<file path="config.mk">
export PLATFORM = sky130hd
export DESIGN_NAME = roulette_spin_gen
export DESIGN_NICKNAME = d
export VERILOG_FILES = /design/src/rtl/roulette_spin_gen.sv
export SDC_FILE = /design/constraint.sdc
export NUM_CORES = 1
export LEC_CHECK = 0
export BUFFER_PORTS_ARGS = -buffer_cell sky130_fd_sc_hd__buf_2
export CAP_MARGIN = 10
export CORE_AREA = 2 2 101 64
export DETAILED_ROUTE_END_ITERATION = 7
export DIE_AREA = 0 0 103 66
export PLACE_DENSITY = 0.67
export SLEW_MARGIN = 15
export SYNTH_ARGS = -nofsm -noshare
export SYNTH_HDL_FRONTEND = slang
export SYNTH_SLANG_ARGS = --single-unit
</file>
<file path="constraint.sdc">
create_clock -name i_clk -period 3.4 [get_ports i_clk]
set_clock_uncertainty 0.15 [all_clocks]
set_input_delay 0 -clock i_clk [delete_from_list [all_inputs] [get_ports i_clk]]
set_output_delay 0 -clock i_clk [all_outputs]
set_load 0.01 [all_outputs]
</file>
<file path="src/rtl/roulette_spin_gen.sv">
// Roulette wheel spin generator.
// A free-running 16-bit Galois LFSR picks the starting wheel position. The wheel
// then steps at a fixed rate, slows down step by step, and lands once the next
// step period would exceed MAX_PERIOD. The landed number is held on o_result
// until the next landing, and o_result_valid pulses for one cycle when it lands.
module roulette_spin_gen #(
  parameter logic [15:0] LFSR_SEED   = 16'hACE1,
  parameter int          MAX_NUM     = 31,
  parameter int          FAST_STEPS  = 8,
  parameter int          BASE_PERIOD = 4,
  parameter int          PERIOD_INC  = 4,
  parameter int          MAX_PERIOD  = 64
) (
  input  logic       i_clk,
  input  logic       i_reset,
  input  logic       i_start,
  output logic [4:0] o_spin_value,
  output logic       o_busy,
  output logic       o_result_valid,
  output logic [4:0] o_result,
  output logic       o_is_even
);

  // An all-zero LFSR would lock up, so a zero seed is replaced by 1.
  localparam logic [15:0] SEED_EFF = (LFSR_SEED == 16'h0000) ? 16'h0001 : LFSR_SEED;
  localparam logic [15:0] LFSR_MASK = 16'hB400;

  // Period arithmetic is wide enough that period + PERIOD_INC never wraps.
  localparam int PW_RAW = $clog2(MAX_PERIOD + PERIOD_INC + 1);
  localparam int PW     = (PW_RAW > 8) ? PW_RAW : 8;

  localparam logic [4:0]    MAX_V   = 5'(MAX_NUM);
  localparam logic [4:0]    WRAP_V  = 5'(MAX_NUM + 1);
  localparam logic [PW-1:0] BASE_P  = PW'(BASE_PERIOD);
  localparam logic [PW-1:0] INC_P   = PW'(PERIOD_INC);
  localparam logic [PW-1:0] MAX_P   = PW'(MAX_PERIOD);
  localparam logic [5:0]    FAST_S  = 6'(FAST_STEPS);

  typedef enum logic [1:0] {
    S_IDLE = 2'd0,
    S_SPIN = 2'd1,
    S_DONE = 2'd2
  } state_t;

  state_t        r_state;
  state_t        w_state_next;
  logic [15:0]   r_lfsr;
  logic [4:0]    r_spin;
  logic [PW-1:0] r_period;
  logic [PW-1:0] r_tick;
  logic [4:0]    r_steps;
  logic [4:0]    r_result;

  logic [15:0]   w_lfsr_next;
  logic [4:0]    w_start_pos;
  logic          w_step;
  logic [4:0]    w_spin_adv;
  logic [5:0]    w_steps_sum;
  logic [4:0]    w_steps_sat;
  logic [PW-1:0] w_p_next;
  logic          w_land;

  // Galois shift: the bit falling out of the bottom folds the tap mask back in.
  assign w_lfsr_next = {1'b0, r_lfsr[15:1]} ^ (r_lfsr[0] ? LFSR_MASK : 16'h0000);

  // Start position is the low five LFSR bits folded into 0..MAX_NUM.
  assign w_start_pos = (r_lfsr[4:0] > MAX_V) ? (r_lfsr[4:0] - WRAP_V) : r_lfsr[4:0];

  // Step bookkeeping for the spinning wheel.
  assign w_step      = (r_state == S_SPIN) && (r_tick == (r_period - PW'(1)));
  assign w_spin_adv  = (r_spin == MAX_V) ? 5'd0 : (r_spin + 5'd1);
  assign w_steps_sum = {1'b0, r_steps} + 6'd1;
  assign w_steps_sat = (r_steps == 5'd31) ? 5'd31 : w_steps_sum[4:0];
  assign w_p_next    = (w_steps_sum >= FAST_S) ? (r_period + INC_P) : r_period;
  assign w_land      = w_step && (w_p_next > MAX_P);

  // State register.
  always_ff @(posedge i_clk) begin
    if (i_reset) begin
      r_state <= S_IDLE;
    end else begin
      r_state <= w_state_next;
    end
  end

  // Next-state logic; start is only looked at in IDLE and is never queued.
  always_comb begin
    w_state_next = r_state;
    case (r_state)
      S_IDLE:  if (i_start) w_state_next = S_SPIN;
      S_SPIN:  if (w_land)  w_state_next = S_DONE;
      S_DONE:  w_state_next = S_IDLE;
      default: w_state_next = S_IDLE;
    endcase
  end

  // Status outputs decoded from the registered state.
  always_comb begin
    o_busy         = 1'b0;
    o_result_valid = 1'b0;
    case (r_state)
      S_SPIN:  o_busy = 1'b1;
      S_DONE:  o_result_valid = 1'b1;
      default: begin
        o_busy         = 1'b0;
        o_result_valid = 1'b0;
      end
    endcase
  end

  // Wheel datapath: LFSR free-runs; position, period, step and tick counters run the spin.
  always_ff @(posedge i_clk) begin
    if (i_reset) begin
      r_lfsr   <= SEED_EFF;
      r_spin   <= 5'd0;
      r_period <= BASE_P;
      r_tick   <= '0;
      r_steps  <= 5'd0;
      r_result <= 5'd0;
    end else begin
      r_lfsr <= w_lfsr_next;
      case (r_state)
        S_IDLE: begin
          if (i_start) begin
            r_spin   <= w_start_pos;
            r_period <= BASE_P;
            r_tick   <= '0;
            r_steps  <= 5'd0;
          end
        end
        S_SPIN: begin
          if (w_step) begin
            r_tick  <= '0;
            r_spin  <= w_spin_adv;
            r_steps <= w_steps_sat;
            if (w_land) begin
              r_result <= w_spin_adv;
            end else begin
              r_period <= w_p_next;
            end
          end else begin
            r_tick <= r_tick + PW'(1);
          end
        end
        default: begin
        end
      endcase
    end
  end

  assign o_spin_value = r_spin;
  assign o_result     = r_result;
  assign o_is_even    = (r_result != 5'd0) && !r_result[0];

endmodule

</file>
-- After elaboration in Yosys (flattened, before gate mapping)
Index checks and enable logic that the tools add are counted.
- register bits: 49
- word-level logic and storage cells: 58
- $add $sub $neg: 5
- order comparisons: 2
- equality and inequality tests: 9
- muxes and demuxes: 22
- bitwise operators: 1
- reduce and logical (&&, ||, !) cells: 12
- operators by type and width (operator ; number):
    8-bit 2-to-1 mux ; 6
    8-bit one-hot mux with 2 select lines ; 2
    5-bit 2-to-1 mux ; 6
    5-bit one-hot mux with 2 select lines ; 2
    16-bit 2-to-1 mux ; 1
    15-bit by 16-bit XOR with 16-bit output ; 1
    5-bit == test, second input constant ; 2
    8-bit by 1-bit adder with 8-bit output, second input constant ; 1
    8-bit by 3-bit adder with 8-bit output, second input constant ; 1
    8-bit == test ; 1
    8-bit by 7-bit > comparator with 1-bit output, second input constant ; 1
    2-bit != test, second input constant ; 4
    8-bit by 1-bit subtractor with 8-bit output, second input constant ; 1
    5-bit by 1-bit adder with 6-bit output, second input constant ; 1
    6-bit by 4-bit greater-or-equal comparator with 1-bit output, second input constant ; 1
    3-bit AND reduction ; 2
    5-bit by 1-bit adder with 5-bit output, second input constant ; 1
    5-bit nonzero test ; 1
    2-bit 2-to-1 mux ; 2
    2-bit one-hot mux with 2 select lines ; 1
    2-bit AND reduction ; 2
    4-bit AND reduction ; 1
    1-bit logical AND ; 3
    2-bit by 1-bit == test with 1-bit output, second input constant ; 1
    other kinds (5) ; 6

-- Depth between registers and ports, before layout
- word-level depth: 8
- gate-level depth with buffers: 11
- gate-level depth less buffers: 9

-- Least setup slack after synthesis
OpenSTA, ideal clock, no wires.
- path kind: reg2reg
- start: register r_steps[0]
- end: register r_period[2]
- library setup time: 0.120 ns
- data arrival time: 2.548 ns
- path slack: 0.582 ns
- cell stages (with the launch flop): 11
- clock period less this slack: 2.818 ns
- cell sequence: dfxtp_1 > ha_1 > nand3_1 > ha_1 > nor3b_1 > mux2_2 > or4_1 > o211ai_1 > buf_2 > mux2i_1 > a211o_1
- word-level cells in the longest chain between the ends: 7
- elaborated cells between the ends (all ways): 10
- those cells by class: add/sub (1); order compare (2); eq/ne (1); mux (4); reduce/logical (2)
- ends and longest elaborated chain (item ; RTL line ; text):
    start: declaration ; 51 ; logic [4:0] r_steps;
    start signal: assignment ; 135 ; r_steps <= w_steps_sat;
    5-bit by 1-bit adder with 6-bit output * ; 72 ; assign w_steps_sum = {1'b0, r_steps} + 6'd1;
    6-bit by 4-bit greater-or-equal comparator with 1-bit output * ; 74 ; assign w_p_next = (w_steps_sum >= FAST_S) ? (r_period + INC_P) : r_period;
    8-bit 2-to-1 mux * ; 74 ;
    8-bit by 7-bit > comparator with 1-bit output ; 75 ; assign w_land = w_step && (w_p_next > MAX_P);
    1-bit logical AND ; 75 ;
    2-bit != test (no line) ; - ;
    4-bit AND reduction (no line) ; - ;
    end signal: assignment ; 139 ; r_period <= w_p_next;
    end: declaration ; 49 ; logic [PW-1:0] r_period;
Every way passes the cells marked *; elsewhere a longest branch is shown, timed or not. The select of a mux whose other input is x is not followed.
A chain may end at the register's enable or synchronous reset.

-- Worst setup path in the final report
- start: register r_period[2]
- end: register r_period[2]
- word-level cells in the longest chain between the ends: 6
- elaborated cells between the ends (all ways): 13
- those cells by class: add/sub (2); order compare (1); eq/ne (3); mux (4); reduce/logical (3)
- ends and longest elaborated chain (item ; RTL line):
    8-bit by 3-bit adder with 8-bit output or 8-bit by 1-bit subtractor with 8-bit output (tied branches) ; 74, 70
    8-bit 2-to-1 mux or 8-bit == test (tied branches) ; 74, 70
    8-bit by 7-bit > comparator with 1-bit output or 1-bit logical AND (tied branches) ; 75, 70
    1-bit logical AND ; 75
    2-bit != test (no line) ; -
    4-bit AND reduction (no line) ; -
Several ways; a longest one is shown, not always the timed one. The select of a mux whose other input is x is not followed.

==> summary.md <==
| Metric | Value |
|---|---|
| Buffers inserted during post-CTS setup optimization | 0 |
| Most frequent cells after synthesis | 47 x sky130_fd_sc_hd__dfxtp_1, 34 x sky130_fd_sc_hd__nor2_1, 18 x sky130_fd_sc_hd__nand2_1 |
| Avg Cell Area, Syn | 8.75 um^2 |
| Number of filler cells placed in the layout | just under 600 |
| First-pass GRT wire length | 9.47 mm |
| Core Rows | 22 |
| Maximum fanout encountered on the critical timing path | 19 |
| Most common cell in the synthesized netlist | sky130_fd_sc_hd__dfxtp_1 |
| Die outline width | between 100 and 150 um |
| Worst Setup End Kind | flop |
| Number of gates given a new drive strength after cts | 0 |
| Kind of cell adding the most delay to the critical path | compound AO/OA/AOI/OAI gates |
| Number of global-route vias before repair | 1972 |
| Transition time of the tightest slew-check pin | 0.827 ns |
| Number of H-tree levels | 2 |
| Launching element type of the critical path | flop |
| Power per Cell Area | 380 nW/um^2 |
| Num CTS Buffers | 5 |
| Worst slew margin relative to its limit | roughly 45% |
| Count of buffers from port buffering | 15 |
| I/O pins | 16 |
| Root buffer selected by CTS | sky130_fd_sc_hd__clkbuf_8 |
| Fraction of post-synthesis cell area in the top cell type by area | 36.8% |
| Combinational share of power | 8.6% |
| Total nets after synthesis | 305 |
| Syn Inst Count | 292 |
| Reg clk slew, reported paths | about 0.1 ns |
| GRT Residual Overflow | 0 |
| Critical path data required time | 3.45 ns |
| Total detailed-routing wirelength | 5.50 mm |
| Die height | 66 um |
| Source of the critical timing path | r_period[2]$_SDFFE_PP1P_ |
| Setup TNS | 0 ns |
| Cell breakdown of the critical path | or4_4, or3_4, a2111oi_4, a31o_2, a31oi_1, a211o_1 |
| Inst Count DP | approximately 380 |
| Final layout net count | between 300 and 400 |
| Number of standard cells in the layout, taps in and fillers out | 386 |
| Hold WC Path Type | primary input to flop |
| Logic depth of the worst setup path including buffers | 6 |
| Share of the clock period used by the worst path | 89.9% |
| Setup repair after global routing missed its margin | no |
| Worst reg2reg endpoint | r_period[2]$_SDFFE_PP1P_ |
| Final antenna-violating net count | 0 |
| Final setup violation count | 0 |
| Sequential cell area in the final layout | 941 um^2 |
| Warnings, synthesis | 0 |
| Area of the core region | 5890 um^2 |
| Beginning of the worst hold path | i_reset |
| Worst flop-to-flop path startpoint | r_period[2]$_SDFFE_PP1P_ |
| VDD IR-drop max | about 0.23 mV |
| Total area of multi-input combinational cells | 1440 um^2 |
| Source-to-sink clock delay at the later pin of the worst-skew pair | around 0.3 ns |
| Max clock buf depth | 2 |
| Clock share of power | 35.4% |
| Leading area contributor after synthesis | sky130_fd_sc_hd__dfxtp_1 |
| Clock net sink count | 47 |
| Share of cells above drive strength 1 | between 15 and 20% |
| Share of synthesized flip-flops with an asynchronous set or reset | 0% |
| Type of the setup path with the least slack | flop to flop |
| DRC viols | 0 |
| Final count of hold timing violations | 0 |
| Final HPWL DP | 3.84 mm |
| N_diodes | 0 |
| Run status | finished, final reports clean |
| Sequential area share after synthesis | approximately 37% |
| Reg2reg path depth | 6 |
| Prevailing post-synth register cell | sky130_fd_sc_hd__dfxtp_1 |
| Initial DRT Pass Iterations | 4 |
| Routed WL per cell | 14.2 um |
| Peak per-stage delay on the critical path | approximately 0.6 ns |
| Largest cells by area after synthesis | sky130_fd_sc_hd__dfxtp_1 37%, sky130_fd_sc_hd__nor2_1 5.0%, sky130_fd_sc_hd__ha_1 4.9% |
| Pins over their slew limit | 0 |
| Number of enable-type register cells in the synthesized netlist | 0 |
| Number of synthesized register bits | 47 |
| Net switching power of the design | 282 uW |
| Leak pwr | 0.00108 uW |
| Detailed Route Iter0 Violations | roughly 110 |
| Worst Path Arrival | 3.11 ns |
| Reg-to-reg setup timing slack | between 0.3 and 0.4 ns |
| Post-Synthesis Cell Area | 2560 um^2 |
| Initial standard-cell utilization of the core | 43.4% |
| Power Internal | 762 uW |
| Distinct cell type count of the synthesized netlist | 53 |
| Clock tree from TritonCTS | done |
| Die Footprint | 6800 um^2 |
| Buffers and inverters on the worst path | 0 |
| Minimum clock period | 3.06 ns |
| Cell with the largest stage delay on the worst path | sky130_fd_sc_hd__or4_4 |
| Maximum clock frequency | 327 MHz |
| Maximum number of pins on one net before global-route repair | 50 |
| Crit path to | r_period[2]$_SDFFE_PP1P_ |
| Routed vias | approximately 2100 |
| Max Cap Viol | 0 |
| GP Congestion | 0.853 |
| Relative contribution of sequential cells to total power | 56.1% |
| Global-route total usage across every layer | 17.6% |
| Vias per std cell | ~5.5 |
| Layout Area Growth over Synthesis | 7.44% |
| Sw frac | a little over a quarter |
| Number of antenna violations at the first check in global routing | 0 |
-- cells by family (layout without fill, tap and decap cells) --
kind of cell,count (synthesis),count (layout),share of synthesized area [%]
AO/OA/AOI/OAI,67,67,19.7
XOR/XNOR,11,11,3.77
adder cells (fa/ha/maj),10,10,4.89
buffers and inverters,28,38,6.75
flip-flops,47,47,36.8
multiplexers,8,8,3.18
AND/OR/NAND/NOR,121,121,24.9
-- layer usage --
metal  global-route usage, %  routed length [um]  part of all wire, %
met4                    4.28                  38                 0.69
met5                       0                   0                    0
met2                    25.2                2250                   41
met3                    3.59                 281                  5.1
met1                    26.7                2930                   53
-- power by group through the flow --
stage	clock network, uW	registers [uW]	logic [uW]
after detailed placement	0	598	88.4
final	369	585	89.4
after CTS	379	585	90.4
after global placement	0	597	87.6
after floorplan	0	596	71.3
after global routing	395	588	101
-- cell type report --
type	instances	share of cell area [%]
Clock buffer	5	2.51
Clock inverter	3	1.05
Inverter	8	1.09
Multi-Input combinational cell	217	52.5
Sequential cell	47	34.3
Tap cell	84	3.83
Timing Repair Buffer	22	4.74
-- registers in the layout (all words and copies together) (netlist names) --
name / cells
r_state: 2
r_lfsr: 16
o_result: 5
r_period: 6
o_spin_value: 5
r_steps: 5
r_tick: 8
-- stage by stage --
step                      instance area, um^2  setup slack [ns]  total power (uW)  hold WS (ns)  utilization, %
after global placement                   2640             0.475               685         0.244            44.8
after CTS                                2750             0.353              1050         0.134            46.6
after global routing                     2750             0.163              1090         0.156            46.6
after floorplan                          2560             0.582               668        0.0388               -
final                                    2750             0.343              1040         0.124            46.6
after detailed placement                 2640             0.396               686         0.243            44.8
-- timing repair --
| action | CTS | global route |
|---|---|---|
| endpoints found under the setup margin | 0 | 0 |
| hold endpoints to repair | 1 | 0 |
| hold buffers | 1 | 0 |
-- worst min path at each step --
stage	to	depth (start not counted)	slack (ns)
2_1_floorplan	r_lfsr[1]$_SDFF_PP0_	2	0.04
3_3_place_gp	r_lfsr[5]$_SDFF_PP1_	1	0.24
3_5_place_dp	r_lfsr[7]$_SDFF_PP1_	1	0.24
4_1_cts	r_state[1]$_SDFFE_PP0P_	2	0.13
5_1_grt	r_state[1]$_SDFFE_PP0P_	2	0.16
6_report	r_state[1]$_SDFFE_PP0P_	2	0.12
-- placed cells by master (no fill, tap or decap), drive strengths merged, types with 2 or more instances in the layout --
cell,instances
or3,6
or2,8
mux2i,7
xnor2,9
nor2,34
nand3,16
nand2b,8
a41oi,2
ha,10
o211ai,2
a311oi,10
a2111oi,2
buf,21
o21ai,7
xor2,2
a31o,3
inv,11
and3,7
a21oi,15
clkbuf,5
nor2b,10
a211oi,4
nor3,4
a21bo,6
or4,2
and3b,3
a31oi,8
nand2,18
dfxtp,47
nor4b,2
Note: power is estimated with default switching activity, not from simulation.
